### config.mk
export PLATFORM = sky130hd
export DESIGN_NAME = column_stream_writer
export DESIGN_NICKNAME = d
export VERILOG_FILES = /design/src/rtl/column_stream_writer.sv
export SDC_FILE = /design/constraint.sdc
export NUM_CORES = 1
export LEC_CHECK = 0
export ABC_AREA = 0
export BUFFER_PORTS_ARGS = -buffer_cell sky130_fd_sc_hd__buf_2
export CAP_MARGIN = 10
export CELL_PAD_IN_SITES_DETAIL_PLACEMENT = 0
export CELL_PAD_IN_SITES_GLOBAL_PLACEMENT = 1
export CORE_MARGIN = 2
export CORE_UTILIZATION = 50
export DETAILED_ROUTE_END_ITERATION = 7
export PLACE_DENSITY = 0.91
export SYNTH_ARGS = -nofsm -noshare
export SYNTH_HDL_FRONTEND = slang
export SYNTH_SLANG_ARGS = --single-unit
### constraint.sdc
create_clock -name clk -period 8.5 [get_ports clk]
set_input_delay 0.85 -clock clk [delete_from_list [all_inputs] [get_ports clk]]
set_output_delay 0.85 -clock clk [all_outputs]
set_load 0.1 [all_outputs]
### src/rtl/column_stream_writer.sv
// Column link transmitter: buffers 28-bit column records in a small FIFO and
// serializes each into two 16-bit Avalon-MM write beats, closing a frame with a terminator.
module column_stream_writer #(
  parameter int NUM_COLS   = 640,
  parameter int FIFO_DEPTH = 4,
  parameter int ADDR_W     = 4,
  parameter int COL_ADDR   = 0
) (
  input  logic              clk,
  input  logic              reset_n,
  input  logic [27:0]       col_data,
  input  logic              col_valid,
  output logic              col_ready,
  output logic [ADDR_W-1:0] avm_address,
  output logic              avm_write,
  output logic              avm_chipselect,
  output logic [15:0]       avm_writedata,
  input  logic              avm_waitrequest,
  output logic              busy,
  output logic [9:0]        col_count,
  output logic              frame_done
);

  localparam int          AW        = $clog2(FIFO_DEPTH);
  localparam int          PW        = AW + 1;
  localparam logic [9:0]  LAST_COL  = 10'(NUM_COLS - 1);
  localparam logic [15:0] TERM_WORD = 16'hFFFF;

  typedef enum logic [2:0] {
    S_IDLE  = 3'd0,
    S_BEAT0 = 3'd1,
    S_BEAT1 = 3'd2,
    S_TERM0 = 3'd3,
    S_TERM1 = 3'd4,
    S_DONE  = 3'd5
  } state_t;

  logic [27:0]   mem_r [FIFO_DEPTH];
  logic [PW-1:0] wr_ptr_r;
  logic [PW-1:0] rd_ptr_r;
  logic [PW-1:0] fill_s;
  logic [AW-1:0] rd_idx_s;
  logic [AW-1:0] nxt_idx_s;
  logic          fifo_empty_s;
  logic          fifo_full_s;
  logic          push_s;
  logic          pop_s;
  logic          accept_s;
  logic          more_s;
  logic          last_col_s;
  logic [27:0]   head_s;
  logic [27:0]   next_s;

  state_t        state_r;
  state_t        state_nxt_s;
  logic          avm_write_r;
  logic [15:0]   avm_writedata_r;
  logic [9:0]    col_count_r;
  logic          frame_done_r;
  logic          write_nxt_s;
  logic [15:0]   data_nxt_s;
  logic [9:0]    count_nxt_s;
  logic          fd_nxt_s;

  // Pointer-derived FIFO status; pointers carry one extra wrap bit.
  always_comb begin
    fill_s       = wr_ptr_r - rd_ptr_r;
    fifo_empty_s = (wr_ptr_r == rd_ptr_r);
    fifo_full_s  = (fill_s == PW'(FIFO_DEPTH));
    rd_idx_s     = rd_ptr_r[AW-1:0];
    nxt_idx_s    = rd_idx_s + AW'(1);
    head_s       = mem_r[rd_idx_s];
    next_s       = mem_r[nxt_idx_s];
    accept_s     = avm_write_r & ~avm_waitrequest;
    push_s       = col_valid & ~fifo_full_s;
    pop_s        = (state_r == S_BEAT1) & accept_s;
    more_s       = (fill_s > PW'(1));
    last_col_s   = (col_count_r == LAST_COL);
  end

  // FIFO storage; contents need no reset because the pointers define validity.
  always_ff @(posedge clk) begin
    if (push_s) begin
      mem_r[wr_ptr_r[AW-1:0]] <= col_data;
    end
  end

  // FIFO pointers.
  always_ff @(posedge clk or negedge reset_n) begin
    if (!reset_n) begin
      wr_ptr_r <= {PW{1'b0}};
      rd_ptr_r <= {PW{1'b0}};
    end else begin
      if (push_s) begin
        wr_ptr_r <= wr_ptr_r + PW'(1);
      end
      if (pop_s) begin
        rd_ptr_r <= rd_ptr_r + PW'(1);
      end
    end
  end

  // FSM state register.
  always_ff @(posedge clk or negedge reset_n) begin
    if (!reset_n) begin
      state_r <= S_IDLE;
    end else begin
      state_r <= state_nxt_s;
    end
  end

  // Next-state logic.
  always_comb begin
    state_nxt_s = state_r;
    case (state_r)
      S_IDLE:  if (!fifo_empty_s) state_nxt_s = S_BEAT0; else state_nxt_s = S_IDLE;
      S_BEAT0: if (accept_s) state_nxt_s = S_BEAT1; else state_nxt_s = S_BEAT0;
      S_BEAT1: begin
        if (!accept_s) begin
          state_nxt_s = S_BEAT1;
        end else if (last_col_s) begin
          state_nxt_s = S_TERM0;
        end else if (more_s) begin
          state_nxt_s = S_BEAT0;
        end else begin
          state_nxt_s = S_IDLE;
        end
      end
      S_TERM0: if (accept_s) state_nxt_s = S_TERM1; else state_nxt_s = S_TERM0;
      S_TERM1: if (accept_s) state_nxt_s = S_DONE; else state_nxt_s = S_TERM1;
      S_DONE:  state_nxt_s = S_IDLE;
      default: state_nxt_s = S_IDLE;
    endcase
  end

  // Next values of the registered bus outputs; they hold unless a beat is accepted.
  always_comb begin
    write_nxt_s = avm_write_r;
    data_nxt_s  = avm_writedata_r;
    count_nxt_s = col_count_r;
    fd_nxt_s    = 1'b0;
    case (state_r)
      S_IDLE: begin
        if (!fifo_empty_s) begin
          write_nxt_s = 1'b1;
          data_nxt_s  = {3'b000, head_s[27:15]};
        end else begin
          write_nxt_s = 1'b0;
        end
      end
      S_BEAT0: begin
        if (accept_s) begin
          data_nxt_s = {1'b0, head_s[14:0]};
        end else begin
          data_nxt_s = avm_writedata_r;
        end
      end
      S_BEAT1: begin
        if (accept_s) begin
          count_nxt_s = col_count_r + 10'd1;
          if (last_col_s) begin
            data_nxt_s = TERM_WORD;
          end else if (more_s) begin
            data_nxt_s = {3'b000, next_s[27:15]};
          end else begin
            write_nxt_s = 1'b0;
          end
        end else begin
          count_nxt_s = col_count_r;
        end
      end
      S_TERM0: begin
        if (accept_s) begin
          data_nxt_s = TERM_WORD;
        end else begin
          data_nxt_s = avm_writedata_r;
        end
      end
      S_TERM1: begin
        if (accept_s) begin
          write_nxt_s = 1'b0;
          fd_nxt_s    = 1'b1;
        end else begin
          write_nxt_s = avm_write_r;
        end
      end
      S_DONE: begin
        write_nxt_s = 1'b0;
        count_nxt_s = 10'd0;
      end
      default: begin
        write_nxt_s = 1'b0;
        count_nxt_s = 10'd0;
      end
    endcase
  end

  // Output registers; reset abandons any beat in flight.
  always_ff @(posedge clk or negedge reset_n) begin
    if (!reset_n) begin
      avm_write_r     <= 1'b0;
      avm_writedata_r <= 16'h0000;
      col_count_r     <= 10'd0;
      frame_done_r    <= 1'b0;
    end else begin
      avm_write_r     <= write_nxt_s;
      avm_writedata_r <= data_nxt_s;
      col_count_r     <= count_nxt_s;
      frame_done_r    <= fd_nxt_s;
    end
  end

  assign col_ready      = ~fifo_full_s;
  assign avm_address    = ADDR_W'(COL_ADDR);
  assign avm_write      = avm_write_r;
  assign avm_chipselect = avm_write_r;
  assign avm_writedata  = avm_writedata_r;
  assign busy           = (state_r != S_IDLE) | ~fifo_empty_s;
  assign col_count      = col_count_r;
  assign frame_done     = frame_done_r;

endmodule

# --- After elaboration in Yosys (flattened, before gate mapping) ---
# Memories as Yosys holds them, arrays and structs flattened.
# Cells that the tools add are included.
classes:
  n_eq_ne: 15
  addsub: 5
  order_cmp: 1
  mux: 27
  bitwise_logic: 9
  n_reduce_logical: 8
op_table:
  columns: ["op", "n"]
  rows:
  - ["16-bit two-way mux", 6]
  - ["16-bit one-hot mux with 4 select lines", 1]
  - ["10-bit one-hot mux with 2 select lines", 1]
  - ["3-bit one-hot mux with 5 select lines", 1]
  - ["2-bit != test, second input constant", 7]
  - ["1-bit two-way mux", 12]
  - ["10-bit by 1-bit adder with 10-bit output, second input constant", 1]
  - ["10-bit == test, second input constant", 1]
  - ["10-bit two-way mux", 1]
  - ["3-bit by 1-bit adder with 3-bit output, second input constant", 2]
  - ["3-bit by 2-bit == test with 1-bit output, second input constant", 2]
  - ["3-bit == test, second input constant", 2]
  - ["2-bit two-way mux", 3]
  - ["6-bit AND reduction", 1]
  - ["1-bit NOT", 5]
  - ["5-bit AND reduction", 1]
  - ["1-bit one-hot mux with 4 select lines", 1]
  - ["4-bit nonzero test", 1]
  - ["4-bit OR reduction", 1]
  - ["1-bit AND", 3]
  - ["3-bit by 1-bit == test with 1-bit output, second input constant", 1]
  - ["3-bit == test", 1]
  - ["3-bit by 1-bit > comparator with 1-bit output, second input constant", 1]
  - ["3-bit zero test", 1]
  - ["8 further kinds", 8]
word_totals:
  mem_bits_rw: 112
  memories: 1
  ff_bits: 37
  word_cells: 73
  input_bits: 32
  out_inout_bits: 35
mem_list:
  columns: ["memory", "words", "width", "rd", "rd_ports_with_merged_regs", "wr", "line_no", "source"]
  rows:
  - ["mem_r", 4, 28, 2, 0, 1, "38", "logic [27:0] mem_r [FIFO_DEPTH];"]

# --- Depth between registers and ports, before layout ---
logic_depth:
  word_depth: 6
  depth_mapped: 11
  depth_no_buf: 7

# --- Least setup slack after synthesis ---
# Ideal clock, no wire load.
synth_timing:
  path_type: "register to output"
  start: "reg rd_ptr_r[1]"
  end: "out busy"
  slack_ps: 5172
  path_stages_with_launch: 7
  arrival_ps: 2478
  n_path_buf: 3
  required_time_ps: 7650
  cell_sequence: "dfrtp_1 > clkbuf_1 > buf_2 > clkbuf_1 > inv_1 > ha_1 > nand4_1"
synth_between:
  elab_chain_len: 3
synth_lines:
  columns: ["item", "line_no", "source"]
  rows:
  - ["start, declared", "40", "logic [PW-1:0] rd_ptr_r;"]
  - ["start signal, assigned", "92", "rd_ptr_r <= {PW{1'b0}};"]
  - ["start signal, assigned", "98", "rd_ptr_r <= rd_ptr_r + PW'(1);"]
  - ["3-bit == test", "68", "fifo_empty_s = (wr_ptr_r == rd_ptr_r);"]
  - ["1-bit NOT", "218", "assign busy = (state_r != S_IDLE) | ~fifo_empty_s;"]
  - ["1-bit OR", "218", null]
  - ["end, declared", "19", "output logic busy,"]
# Every way passes these cells.

# --- Final worst setup path ---
layout_timing:
  start: "reg rd_ptr_r[0]"
  end: "out col_ready"
layout_between:
  elab_chain_len: 3
layout_lines:
  columns: ["item", "line_no", "source"]
  rows:
  - ["3-bit subtractor", "67", "fill_s = wr_ptr_r - rd_ptr_r;"]
  - ["3-bit == test", "69", "fifo_full_s = (fill_s == PW'(FIFO_DEPTH));"]
  - ["1-bit NOT", "213", "assign col_ready = ~fifo_full_s;"]
  - ["end, declared", "13", "output logic col_ready,"]
# Every way passes these cells.

==> impl_results.md <==
- Status: finished clean
- Most frequent cells in the layout: edfxtp_1 (112), buf_2 (62), dfrtp_1 (36)
- DIE HEIGHT: 120.8 um
- First drt pass iteration count: 5
- Final non-filler cell total: 683
- Count of input and output buffers: 62
- Largest family of logic cells by synthesized area: multiplexers
- Max_cap viols: 0
- Worst-path clk slew: 60 ps
- Std-Cell Core Area: 0.01330 mm^2
- Synth Warn #: 0
- Die width: 120.8 um
- LEAKAGE: 2.928 nW
- H-tree depth: 4
- Top cells by area, synth: edfxtp_1 (49%), dfrtp_1 (14%), mux4_2 (7.3%), mux2i_1 (4.1%), mux2_2 (2.8%)
- CTS Root Cell: clkbuf_16
- FMAX: 273.2 MHz
- Rel. slew slack: 21.38%
- Pins Over Slew Limit: 0
- Clock Latency Late Sink: 420 ps
- Pin count of the biggest net entering global routing: 40
- Hold_buf cts: 0
- Area growth from synthesis to layout: 13.80%
- XOR/XNOR share of the synthesized area: 1.375%
- Peak supply drop: 0.0002279 V
- CP arrival: 2810 ps
- Post-Synth Simple-Gate Area: 6.434%
- Post-synth top area cell: edfxtp_1
- Synth Flop Type: edfxtp_1
- Antenna Violating Nets Remaining: 0
- Io pins: 67
- Placed cell areas: 0.007196 mm^2
- # diodes: 0
- Fin nets: 535
- GRT Resource Usage Total: 20.43%
- DRC: 0
- Multiplexer share of the synthesized area: 15.49%
- Fin crit share: 43.06%
- Post-synthesis compound-gate area fraction: 8.304%
- Finish-stage setup viols: 0
- GRT met2 Usage: 32.41%
- Startpoint Class: flip-flop
- Routed via count: 4048
- Mean Syn Cell Area: 15.76 um^2
- Most common cell after layout, fill and taps aside: edfxtp_1
- EDFF count, synth: 112
- Final hold violations: 0
- Placed cells: 650
- Post-placement setup slack: 4999 ps
- WL/cell: 20.22 um
- Routability cong.: 0.7868
- Netlist cell types: 66
- Final min period: 3660 ps
- GR Layer Usage met1: 27.01%
- Total Power: 3.298 mW
- Synth async-reset ratio: 24.83%
- Global route hottest layer: met2
- Initial antenna violation count: 0
- Hold Path Class: reg -> reg
- RSZ-0062 raised after global routing: false
- Synth Instances: 433
- WP data required: 7650 ps
- Post-CTS Setup Repair Bufs: 0
- Row cnt: 42
- Worst-Margin Slew: 1179 ps
- Via density: 5.927
- Resized Gates After CTS: 0
- M3 GR Usage: 5.802%
- Setup ws final: 4840 ps
- Die area: 0.01460 mm^2
- Worst-path fanout max: 39
- Worst setup path class: reg -> out
- Cell Area, Synth: 0.006825 mm^2
- Post-synthesis adder-cell area fraction: 1.760%
- # clock sinks: 149
- Vias in the first global route: 4113
- Clock Tree Buf Depth: 2
- Starting Density: 51.34%
- Post-layout instance area: 0.007767 mm^2
- Fin Setup TNS: 0 ps
- Layout cells sized above 1: 30.77%
- Initial DRC Count: 314
- Pwr/cell area: 424.6 mW/mm^2
- Global route overflow: 0
- Register bit total from synthesis: 149
- Worst Setup End Kind: output port
- CTS buffer count: 17
- Hpwl dp: 8876 um
- Synth top area share: 49.28%
- Skew final: 6.648 ps
- CTS tree: done
- Final WL: 13810 um
- First-pass GRT wire length: 22160 um
- Register area share after synthesis: 62.84%
==> registers in the layout, indices dropped and copies added, names as in the netlist <==
register	cells
avm_chipselect	1
avm_writedata	16
col_count	10
frame_done	1
mem_r	112
rd_ptr_r	3
state_r	3
wr_ptr_r	3
==> synth_stat cells, types with 4 or more instances <==
cell type and number:
o22ai_1 5, inv_1 11, a311o_1 5, a22oi_1 7, dfrtp_1 37, ha_1 8
nor2_1 10, nand3_1 6, edfxtp_1 112, and2_1 13, nor2b_1 4, mux2_4 6
mux2_2 17, mux2i_1 28, a31oi_1 7, buf_4 8, xnor2_1 4, xor2_1 4
mux4_2 22, o21ai_0 10, nand2_1 14, o211ai_1 4, buf_2 5, a21oi_1 9
clkbuf_1 8, o221ai_1 12, clkbuf_8 4
==> critical path, cell delays in order, from the launching register on <==
cell	delay, ps
dfrtp_2	1050
ha_1	320
fa_1	190
xor3_1	280
nand3_1	120
buf_2	430
==> final timing paths <==
check	cells after the start	to	slack [ps]	from
hold / removal	1	avm_writedata[5]$_DFFE_PN0P_	510	avm_writedata[5]$_DFFE_PN0P_
min in group asynchronous	1	col_count[1]$_DFFE_PN0P_	550	reset_n
setup / recovery	5	col_ready	4840	rd_ptr_r[0]$_DFFE_PN0P_
setup reg to reg	5	avm_writedata[2]$_DFFE_PN0P_	5050	rd_ptr_r[0]$_DFFE_PN0P_
max in group asynchronous	1	rd_ptr_r[0]$_DFFE_PN0P_	7330	reset_n
hold reg to reg	1	avm_writedata[5]$_DFFE_PN0P_	510	avm_writedata[5]$_DFFE_PN0P_
==> metal layers <==
layer	part of all wire (%)	wire [um]	vias to the layer above
met1	43	5935	2031
met3	6.9	953	20
met5	0	0	-
met4	1.6	221	0
li1	-	-	1837
met2	48	6696	160
==> kinds of logic after synthesis <==
| group | Yosys count |
|---|---|
| AO/OA/AOI/OAI | 77 |
| XOR/XNOR | 9 |
| adder cells (fa/ha/maj) | 9 |
| buffers and inverters | 41 |
| flip-flops | 149 |
| multiplexers | 73 |
| other | 1 |
| AND/OR/NAND/NOR | 74 |
==> through the flow <==
step	utilization, %	hold slack (ps)
global route	58.42	529.6
global placement	54.12	497.8
floorplan	-	486.0
CTS	58.39	511.6
finish	58.42	507.3
detailed placement	54.12	498.8
==> area by class of cell <==
type,count,area [um^2]
clock inverters,14,137.6
inverters,12,45.04
fillers,998,5528
well taps,176,220.2
repair buffers,68,352.8
multi-input cells,246,2292
flip-flops and latches,149,4290
clock buffers,18,429.2
==> power breakdown <==
part | total, mW | internal, mW | leakage [nW] | switching [mW]
clock network | 0.708 | 0.428 | 0.273 | 0.280
registers | 1.14 | 0.996 | 1.49 | 0.144
logic | 1.45 | 0.528 | 1.16 | 0.922
No activity file was read; power rests on OpenSTA's default activity.
